--- config.mk ---
export PLATFORM = sky130hd
export DESIGN_NAME = mul_div_unit
export DESIGN_NICKNAME = d
export VERILOG_FILES = /design/src/rtl/mul_div_unit_pkg.sv /design/src/rtl/muldiv_datapath.sv /design/src/rtl/mul_div_unit.sv
export SDC_FILE = /design/constraint.sdc
export NUM_CORES = 1
export LEC_CHECK = 0
export CORE_AREA = 2 2 175 177
export DETAILED_ROUTE_END_ITERATION = 10
export DIE_AREA = 0 0 177 179
export PLACE_DENSITY = 0.72
export SYNTH_ARGS = -nofsm -noshare
export SYNTH_HDL_FRONTEND = slang
export SYNTH_SLANG_ARGS = --single-unit
--- constraint.sdc ---
create_clock -name Clk -period 4.6 [get_ports Clk]
set_clock_uncertainty 0.2 [all_clocks]
set_input_delay 1.38 -clock Clk [delete_from_list [all_inputs] [get_ports Clk]]
set_output_delay 1.38 -clock Clk [all_outputs]
set_load 0.05 [all_outputs]
--- src/rtl/mul_div_unit_pkg.sv ---
// Shared encodings for the iterative multiply/divide unit: operation codes,
// FSM states and the default operand width.
package mul_div_unit_pkg;

    localparam int MD_WIDTH = 32;

    localparam logic [1:0] OP_MULT  = 2'b00;
    localparam logic [1:0] OP_MULTU = 2'b01;
    localparam logic [1:0] OP_DIV   = 2'b10;
    localparam logic [1:0] OP_DIVU  = 2'b11;

    localparam logic [1:0] S_IDLE   = 2'b00;
    localparam logic [1:0] S_RUN    = 2'b01;
    localparam logic [1:0] S_FINISH = 2'b10;

endpackage

--- src/rtl/muldiv_datapath.sv ---
// Combinational single-iteration step (shift-add multiply / restoring divide)
// and the final sign fix-up that forms the HI/LO result.
module muldiv_datapath
    import mul_div_unit_pkg::*;
#(
    parameter int WIDTH = MD_WIDTH
) (
    input  logic [1:0]       op_i,
    input  logic             sign_a_i,
    input  logic             sign_b_i,
    input  logic [WIDTH-1:0] acc_i,
    input  logic [WIDTH-1:0] shr_i,
    input  logic [WIDTH-1:0] opb_i,
    output logic [WIDTH-1:0] step_acc_o,
    output logic [WIDTH-1:0] step_shr_o,
    output logic [WIDTH-1:0] res_hi_o,
    output logic [WIDTH-1:0] res_lo_o,
    output logic             div_zero_o
);

    logic             is_div;
    logic             is_signed;
    logic [WIDTH:0]   sum;
    logic [WIDTH:0]   rem_sh;
    logic [WIDTH-1:0] diff;
    logic             ge;
    logic [2*WIDTH-1:0] prod;

    function automatic logic [2*WIDTH-1:0] neg_if2(input logic [2*WIDTH-1:0] v, input logic n);
        return n ? -v : v;
    endfunction

    function automatic logic [WIDTH-1:0] neg_if(input logic [WIDTH-1:0] v, input logic n);
        return n ? -v : v;
    endfunction

    assign is_div     = op_i[1];
    assign is_signed  = ~op_i[0];
    assign div_zero_o = is_div && (opb_i == '0);

    // Multiply: add multiplicand on LSB, then shift {carry, acc, multiplier} right.
    assign sum = {1'b0, acc_i} + (shr_i[0] ? {1'b0, opb_i} : '0);

    // Divide: shift {rem, quot} left and keep the trial subtraction if it fits.
    assign rem_sh = {acc_i, shr_i[WIDTH-1]};
    assign ge     = rem_sh >= {1'b0, opb_i};
    assign diff   = rem_sh[WIDTH-1:0] - opb_i;

    always_comb begin
        if (is_div) begin
            step_acc_o = ge ? diff : rem_sh[WIDTH-1:0];
            step_shr_o = {shr_i[WIDTH-2:0], ge};
        end else begin
            step_acc_o = sum[WIDTH:1];
            step_shr_o = {sum[0], shr_i[WIDTH-1:1]};
        end
    end

    assign prod = neg_if2({acc_i, shr_i}, is_signed && (sign_a_i ^ sign_b_i));

    always_comb begin
        if (is_div) begin
            res_hi_o = neg_if(acc_i, is_signed && sign_a_i);
            res_lo_o = div_zero_o ? '1 : neg_if(shr_i, is_signed && (sign_a_i ^ sign_b_i));
        end else begin
            res_hi_o = prod[2*WIDTH-1:WIDTH];
            res_lo_o = prod[WIDTH-1:0];
        end
    end

endmodule

--- src/rtl/mul_div_unit.sv ---
// EX-stage multiply/divide engine: 33-cycle MULT/MULTU/DIV/DIVU sequencer
// owning the architectural HI/LO pair, with MTHI/MTLO writes in IDLE.
module mul_div_unit
    import mul_div_unit_pkg::*;
#(
    parameter int WIDTH = MD_WIDTH,
    parameter int CNT_W = 6
) (
    input  logic             Clk,
    input  logic             Reset,
    input  logic             Start,
    input  logic [1:0]       Op,
    input  logic [WIDTH-1:0] OperandA,
    input  logic [WIDTH-1:0] OperandB,
    input  logic             HiWrite,
    input  logic             LoWrite,
    input  logic [WIDTH-1:0] WriteData,
    output logic [WIDTH-1:0] Hi,
    output logic [WIDTH-1:0] Lo,
    output logic             Busy,
    output logic             Done,
    output logic             DivByZero
);

    logic [1:0]       state_q, state_d;
    logic [CNT_W-1:0] cnt_q, cnt_d;
    logic [WIDTH-1:0] hi_q, hi_d, lo_q, lo_d;
    logic             done_q, done_d, dbz_q, dbz_d;
    logic [1:0]       op_q, op_d;
    logic             sa_q, sa_d, sb_q, sb_d;
    logic [WIDTH-1:0] acc_q, acc_d, shr_q, shr_d, opb_q, opb_d;

    logic             in_signed;
    logic [WIDTH-1:0] a_mag, b_mag;
    logic [WIDTH-1:0] step_acc, step_shr, res_hi, res_lo;
    logic             div_zero;

    assign in_signed = ~Op[0];
    assign a_mag     = (in_signed && OperandA[WIDTH-1]) ? -OperandA : OperandA;
    assign b_mag     = (in_signed && OperandB[WIDTH-1]) ? -OperandB : OperandB;

    muldiv_datapath #(.WIDTH(WIDTH)) u_dp (
        .op_i       (op_q),
        .sign_a_i   (sa_q),
        .sign_b_i   (sb_q),
        .acc_i      (acc_q),
        .shr_i      (shr_q),
        .opb_i      (opb_q),
        .step_acc_o (step_acc),
        .step_shr_o (step_shr),
        .res_hi_o   (res_hi),
        .res_lo_o   (res_lo),
        .div_zero_o (div_zero)
    );

    always_comb begin
        state_d = state_q;
        cnt_d   = cnt_q;
        hi_d    = hi_q;
        lo_d    = lo_q;
        done_d  = 1'b0;
        dbz_d   = dbz_q;
        op_d    = op_q;
        sa_d    = sa_q;
        sb_d    = sb_q;
        acc_d   = acc_q;
        shr_d   = shr_q;
        opb_d   = opb_q;
        case (state_q)
            S_IDLE: begin
                if (Start) begin
                    // Divide shifts the dividend through shr; multiply shifts the multiplier.
                    op_d    = Op;
                    sa_d    = in_signed & OperandA[WIDTH-1];
                    sb_d    = in_signed & OperandB[WIDTH-1];
                    shr_d   = Op[1] ? a_mag : b_mag;
                    opb_d   = Op[1] ? b_mag : a_mag;
                    acc_d   = '0;
                    cnt_d   = '0;
                    state_d = S_RUN;
                end else begin
                    if (HiWrite) hi_d = WriteData;
                    if (LoWrite) lo_d = WriteData;
                end
            end
            S_RUN: begin
                acc_d = step_acc;
                shr_d = step_shr;
                cnt_d = cnt_q + CNT_W'(1);
                if (cnt_q == CNT_W'(WIDTH - 1)) state_d = S_FINISH;
            end
            S_FINISH: begin
                hi_d    = res_hi;
                lo_d    = res_lo;
                done_d  = 1'b1;
                dbz_d   = dbz_q | div_zero;
                state_d = S_IDLE;
            end
            default: state_d = S_IDLE;
        endcase
    end

    always_ff @(posedge Clk) begin
        if (Reset) begin
            state_q <= S_IDLE;
            cnt_q   <= '0;
            hi_q    <= '0;
            lo_q    <= '0;
            done_q  <= 1'b0;
            dbz_q   <= 1'b0;
        end else begin
            state_q <= state_d;
            cnt_q   <= cnt_d;
            hi_q    <= hi_d;
            lo_q    <= lo_d;
            done_q  <= done_d;
            dbz_q   <= dbz_d;
        end
    end

    always_ff @(posedge Clk) begin
        op_q  <= op_d;
        sa_q  <= sa_d;
        sb_q  <= sb_d;
        acc_q <= acc_d;
        shr_q <= shr_d;
        opb_q <= opb_d;
    end

    assign Hi        = hi_q;
    assign Lo        = lo_q;
    assign Busy      = (state_q != S_IDLE);
    assign Done      = done_q;
    assign DivByZero = dbz_q;

endmodule

==> impl_results.md <==
- Worst-Skew Late Latency: 450 ps
- Warnings from Yosys: 0
- Crit-path leading delay family: compound AO/OA/AOI/OAI gates
- Cell Area, Placed: 0.01685 mm²
- Cts repair resizes: 0
- Number of synthesized flops with an enable pin: 100
- Area grow syn2layout: 18.16%
- Cell count after synthesis: 1817
- FILL cells: 2801
- Initial core utilization: 0.4908
- TritonCTS clock tree: done
- Hold buffers post-CTS: 0
- Sequential-to-total area share from yosys stat: 0.3043
- Critical path type: reg2reg
- Ys async rst share: 0
- Pwr Total: 0.005944 W
- Final Cycle Share: 0.9225
- Area contributors post-synth: edfxtp_1, dfxtp_1, mux2i_1
- Cells along the critical path: and2_1 -> ha_1 -> fa_1 -> a211oi_1 -> o211ai_1 -> nand4b_1 -> a21boi_1 -> a21oi_1 -> nor2_1 -> a221o_1 -> a2111oi_0 -> nor4_1
- Via density: 6.215
- Reg clk slew, reported paths: 70 ps
- Initial antenna violation count: 0
- Most frequent cells in the layout: nor2_1, a21oi_1, clkdlybuf4s50_1
- Final setup viols: 0
- Pins Over Slew Limit: 0
- Area leader, netlist: edfxtp_1
- Leading cell type in the layout, fill and taps excluded: nor2_1
- Buffers on Ports: 169
- Post-DP HPWL: 39090 µm
- Total grt overflow: 0
- Critical path endpoint category: flip-flop
- RSZ-0062 raised after global routing: no
- PD cells: 341.3 mW/mm²
- Clk sink count: 174
- Via Count: 14600
- Total Routing Usage GR: 0.3157
- Die Ht: 179 µm
- Distinct cells, synth: 80
- Setup bufs post-CTS: 0
- Buffers & Inverters on Critical Path: 0
- Max-Cap Viols: 0
- Maximum vdd drop: 0.0002832 V
- Std-Cell Rows: 64
- H-Tree Depth: 4
- Worst hold path type: reg2reg
- Worst path arrival time: 4220 ps
- Layout cell share with drive strength beyond 1: 0.05735
- Setup tns final: 0 ps
- Top_reg_cell synth: edfxtp_1
- Final Hold Fails: 0
- Mapped Area: 0.01474 mm²
- Core area: 0.03003 mm²
- DIE AREA: 0.03168 mm²
- Bufs on Longest Clock Path: 2
- 1st-iter DRT viols: 1751
- Nets: 2114
- DRC: 0
- Final Core Density: 0.5799
- Detailed Route WL: 50840 µm
- Design area: 0.01741 mm²
- CP Max Fanout: 5
- Die Wd: 177 µm
- Max incr delay on CP: 470 ps
- Post-synthesis net count: 1991
- WHS: 260.7 ps
- Drt first pass iters: 6
- Tmin final: 4244 ps
- Top-Level Pins: 170
- Seq cells post-synth: 174
- Root Driver: clkbuf_16
- Inserted Clock Buffers: 17
- Avg WL per Cell: 21.64 µm
- CP startpoint kind: flip-flop
- Mapped Avg Cell Area: 8.111 µm²
- Largest net degree at the start of global routing: 63
- Global-route wire length before repair: 77170 µm
- Ant diodes: 0
- Leakage power: 6.839 nW
- Top-area cell type share of the netlist area: 0.2038
- Worst Max-Slew Pin Slew: 1055 ps
- Relative slew slack: 0.2939
- GP Congestion: 0.9765
- Slowest stage cell, crit path: edfxtp_1
- Antenna-violating nets left: 0
- Number of global-route vias before repair: 13480
- Status: finished, final reports clean
- Peak Freq: 235.6 MHz
- Worst endpoint required time: 4580 ps
-- stage by stage --
step | std cells | setup WS [ps]
global route | 2349 | 224.4
detailed placement | 2317 | 119.8
CTS | 2349 | 502.7
finish | 2349 | 356.4
global placement | 2317 | 115.6
floorplan | 1817 | 326.2
-- synth_stat cells (24+ instances only) --
| cell type | count |
|---|---|
| o22ai_1 | 30 |
| edfxtp_1 | 100 |
| mux2i_1 | 95 |
| a21o_1 | 29 |
| o21ai_0 | 71 |
| inv_1 | 71 |
| nor2_1 | 246 |
| o21ai_1 | 36 |
| xnor2_1 | 88 |
| nand2_1 | 135 |
| ha_1 | 69 |
| xor2_1 | 82 |
| a21oi_1 | 174 |
| nor4_1 | 24 |
| nor3_1 | 33 |
| a211oi_1 | 56 |
| clkbuf_1 | 83 |
| dfxtp_1 | 74 |
-- cell families after synthesis --
| kind of cell | Yosys count | synth area share |
|---|---|---|
| multiplexers | 100 | 0.06834 |
| AO/OA/AOI/OAI | 531 | 0.2271 |
| buffers and inverters | 178 | 0.04678 |
| AND/OR/NAND/NOR | 593 | 0.1912 |
| adder cells (fa/ha/maj) | 71 | 0.06130 |
| XOR/XNOR | 170 | 0.1010 |
| flip-flops | 174 | 0.3043 |
-- flip-flops by register name, indices dropped and copies added (netlist names) --
signal	cells
sa_q	1
Hi	32
sb_q	1
op_q	2
DivByZero	1
Lo	32
state_q	2
cnt_q	6
shr_q	32
opb_q	32
Done	1
acc_q	32
-- area by class of cell --
class                      count  area [µm²]  area share
tap                          396       495.5     0.02845
clock inverter                13       131.4    0.007544
timing repair buffer         211        2009      0.1154
inverter                      71       266.5     0.01530
clock buffer                  19       432.9     0.02486
sequential                   174        4484      0.2575
multi-input combinational   1465        9594      0.5509
-- worst paths after layout --
kind                                start        end  slack [ps]  depth (start not counted)
worst max-delay path             shr_q[0]  acc_q[31]         360                         12
worst min-delay path            DivByZero  DivByZero         260                          2
worst max register to register   shr_q[0]  acc_q[31]         360                         12
worst min register to register  DivByZero  DivByZero         260                          2
-- worst min-delay path, cell delays in order (launching register included) --
cell	delay (ps)
dfxtp_1	310
inv_1	50
a21oi_1	50
-- per-layer routing --
metal,up-vias,GRT usage,part of all wire
li1,6894,-,-
met1,6930,0.4285,0.43
met2,669,0.5062,0.46
met3,107,0.05195,0.076
met4,0,0.1147,0.035
met5,-,0,0
-- power by group --
| group | switching (W) | internal [W] | total [W] |
|---|---|---|---|
| logic | 0.00144 | 0.000951 | 0.00239 |
| registers | 0.000234 | 0.00184 | 0.00207 |
| clock network | 0.000714 | 0.000761 | 0.00147 |
| total | 0.00239 | 0.00355 | 0.00594 |
(Power assumes the default switching activity.)
==> variant (config.mk and constraints unchanged) <==
The parameter `CNT_W` goes from 6 to 4.
--- a/src/rtl/mul_div_unit.sv
+++ b/src/rtl/mul_div_unit.sv
@@ -5,5 +5,5 @@
 #(
     parameter int WIDTH = MD_WIDTH,
-    parameter int CNT_W = 6
+    parameter int CNT_W = 4
 ) (
     input  logic             Clk,
Formal check against the unedited RTL: same outputs for any inputs over 4 cycles, from zero or initial values and one cycle with Reset high; that may be too few to reach the edited logic, so the function may still have changed.
==> variant against the original RTL <==
  * Setup slack improved by 60 ps
  * Sequential cell count decreased by 2
  * Power decreased by 0.62%
  * Routed wire length increased by 4.2%
  * Area after synthesis increased by 1.0%
  * First-iteration DRC count decreased by 10%
  * Largest cell class unchanged
  * Sequential share of layout area decreased by 0.48 points
  * Cell area increased by 1.0%
  * Clock power decreased by 9%
==> variant: results (changes against the original RTL) <==
| Metric | Value |
|---|---|
| Met2 Usage GRT | `0.5389 (was 0.5062)` |
| Dpl ws | `118.1 ps (was 119.8 ps)` |
| Peak fanout along the critical path | `10 (was 5)` |
| Inverter count | `65 (was 71)` |
| Signal buf overhead | `0.1189 (was 0.1154)` |
| Post-synth top cells | `nor2_1 (246), a21oi_1 (177), mux2i_1 (115) (was nor2_1 (246), a21oi_1 (174), nand2_1 (135))` |
| Status | `finished, final reports clean (unchanged)` |
| Syn_nets | `2,004 (was 1,991)` |
| Critical Path AT | `4120 ps (was 4220 ps)` |
| Max incr delay on CP | `520 ps (was 470 ps)` |
| Largest net degree at the start of global routing | `79 (was 63)` |
| Via count | `15,160 (was 14,600)` |
| Number of global-route vias before repair | `14,030 (was 13,480)` |
| Met3 Resource Use GR | `0.04919 (was 0.05195)` |
| M1 GR Usage | `0.4268 (was 0.4285)` |
| Area taken by multi-input logic gates | `9787 sq um (was 9594 sq um)` |
| Synth top area cells | `edfxtp_1 (20%), dfxtp_1 (9.7%), mux2i_1 (7.7%) (was edfxtp_1 (20%), dfxtp_1 (10%), mux2i_1 (6.5%))` |
| Final wirelength | `53,000 um (was 50,840 um)` |
| DRT iter0 DRCs | `1,568 (was 1,751)` |
| GP Congestion | `1.012 (was 0.9765)` |
| #MultiIn Comb | `1,482 (was 1,465)` |
| Layout fillers | `2,733 (was 2,801)` |
| Seq. cell area | `4444 sq um (was 4484 sq um)` |
| Synth unique cells | `73 (was 80)` |
| Final net count | `2,134 (was 2,114)` |
| Layout cells sized above 1 | `0.05727 (was 0.05735)` |
| Non-clock buffers | `222 (was 211)` |
variant: cell count changes in the layout (fill, tap and decap cells not counted), moves of 20 or more:
| cell | before | now |
|---|---|---|
| o21ai_1 | 35 | 0 |
| nand2_1 | 135 | 102 |
| xor2_1 | 82 | 59 |
| mux2i_1 | 95 | 115 |
| o21ai_0 | 71 | 91 |
variant: cells by family after synthesis:
kind of cell | synth area share
XOR/XNOR | 0.09471
AND/OR/NAND/NOR | 0.1830
flip-flops | 0.2985
multiplexers | 0.07959
AO/OA/AOI/OAI | 0.2380
adder cells (fa/ha/maj) | 0.06068
buffers and inverters | 0.04555
variant: metrics by stage:
step / instances / hold slack (ps) / power (uW) / util / cell area [sq um]
2_1_floorplan: 1830 / 246.2 / 3668 / - / 14890
3_3_place_gp: 2337 / 259.1 / 4494 / 0.5682 / 17060
3_5_place_dp: 2337 / 271.8 / 4520 / 0.5682 / 17060
4_1_cts: 2369 / 280.5 / 5856 / 0.5858 / 17590
5_1_grt: 2369 / 300.9 / 6167 / 0.5858 / 17590
6_report: 2369 / 280.8 / 5907 / 0.5858 / 17590
variant: where the power goes:
part | total [uW] | switching [uW] | internal, uW
clock | 1340 | 651 | 692
combinational | 2520 | 1530 | 988
sequential | 2040 | 223 | 1820
variant: layer usage:
| layer | share of wire | vias to the layer above |
|---|---|---|
| met2 | 0.46 | 743 |
| met5 | 0 | - |
| met4 | 0.044 | 0 |
| met3 | 0.074 | 126 |
| li1 | - | 7046 |
| met1 | 0.42 | 7247 |
variant: path summary, 6_finish.rpt:
path	startpoint	cells past startpoint	to	slack (ps)
setup / recovery	shr_q[0]	11	acc_q[25]	420
hold / removal	DivByZero	2	DivByZero	280
setup reg to reg	shr_q[0]	11	acc_q[25]	420
hold reg to reg	DivByZero	2	DivByZero	280
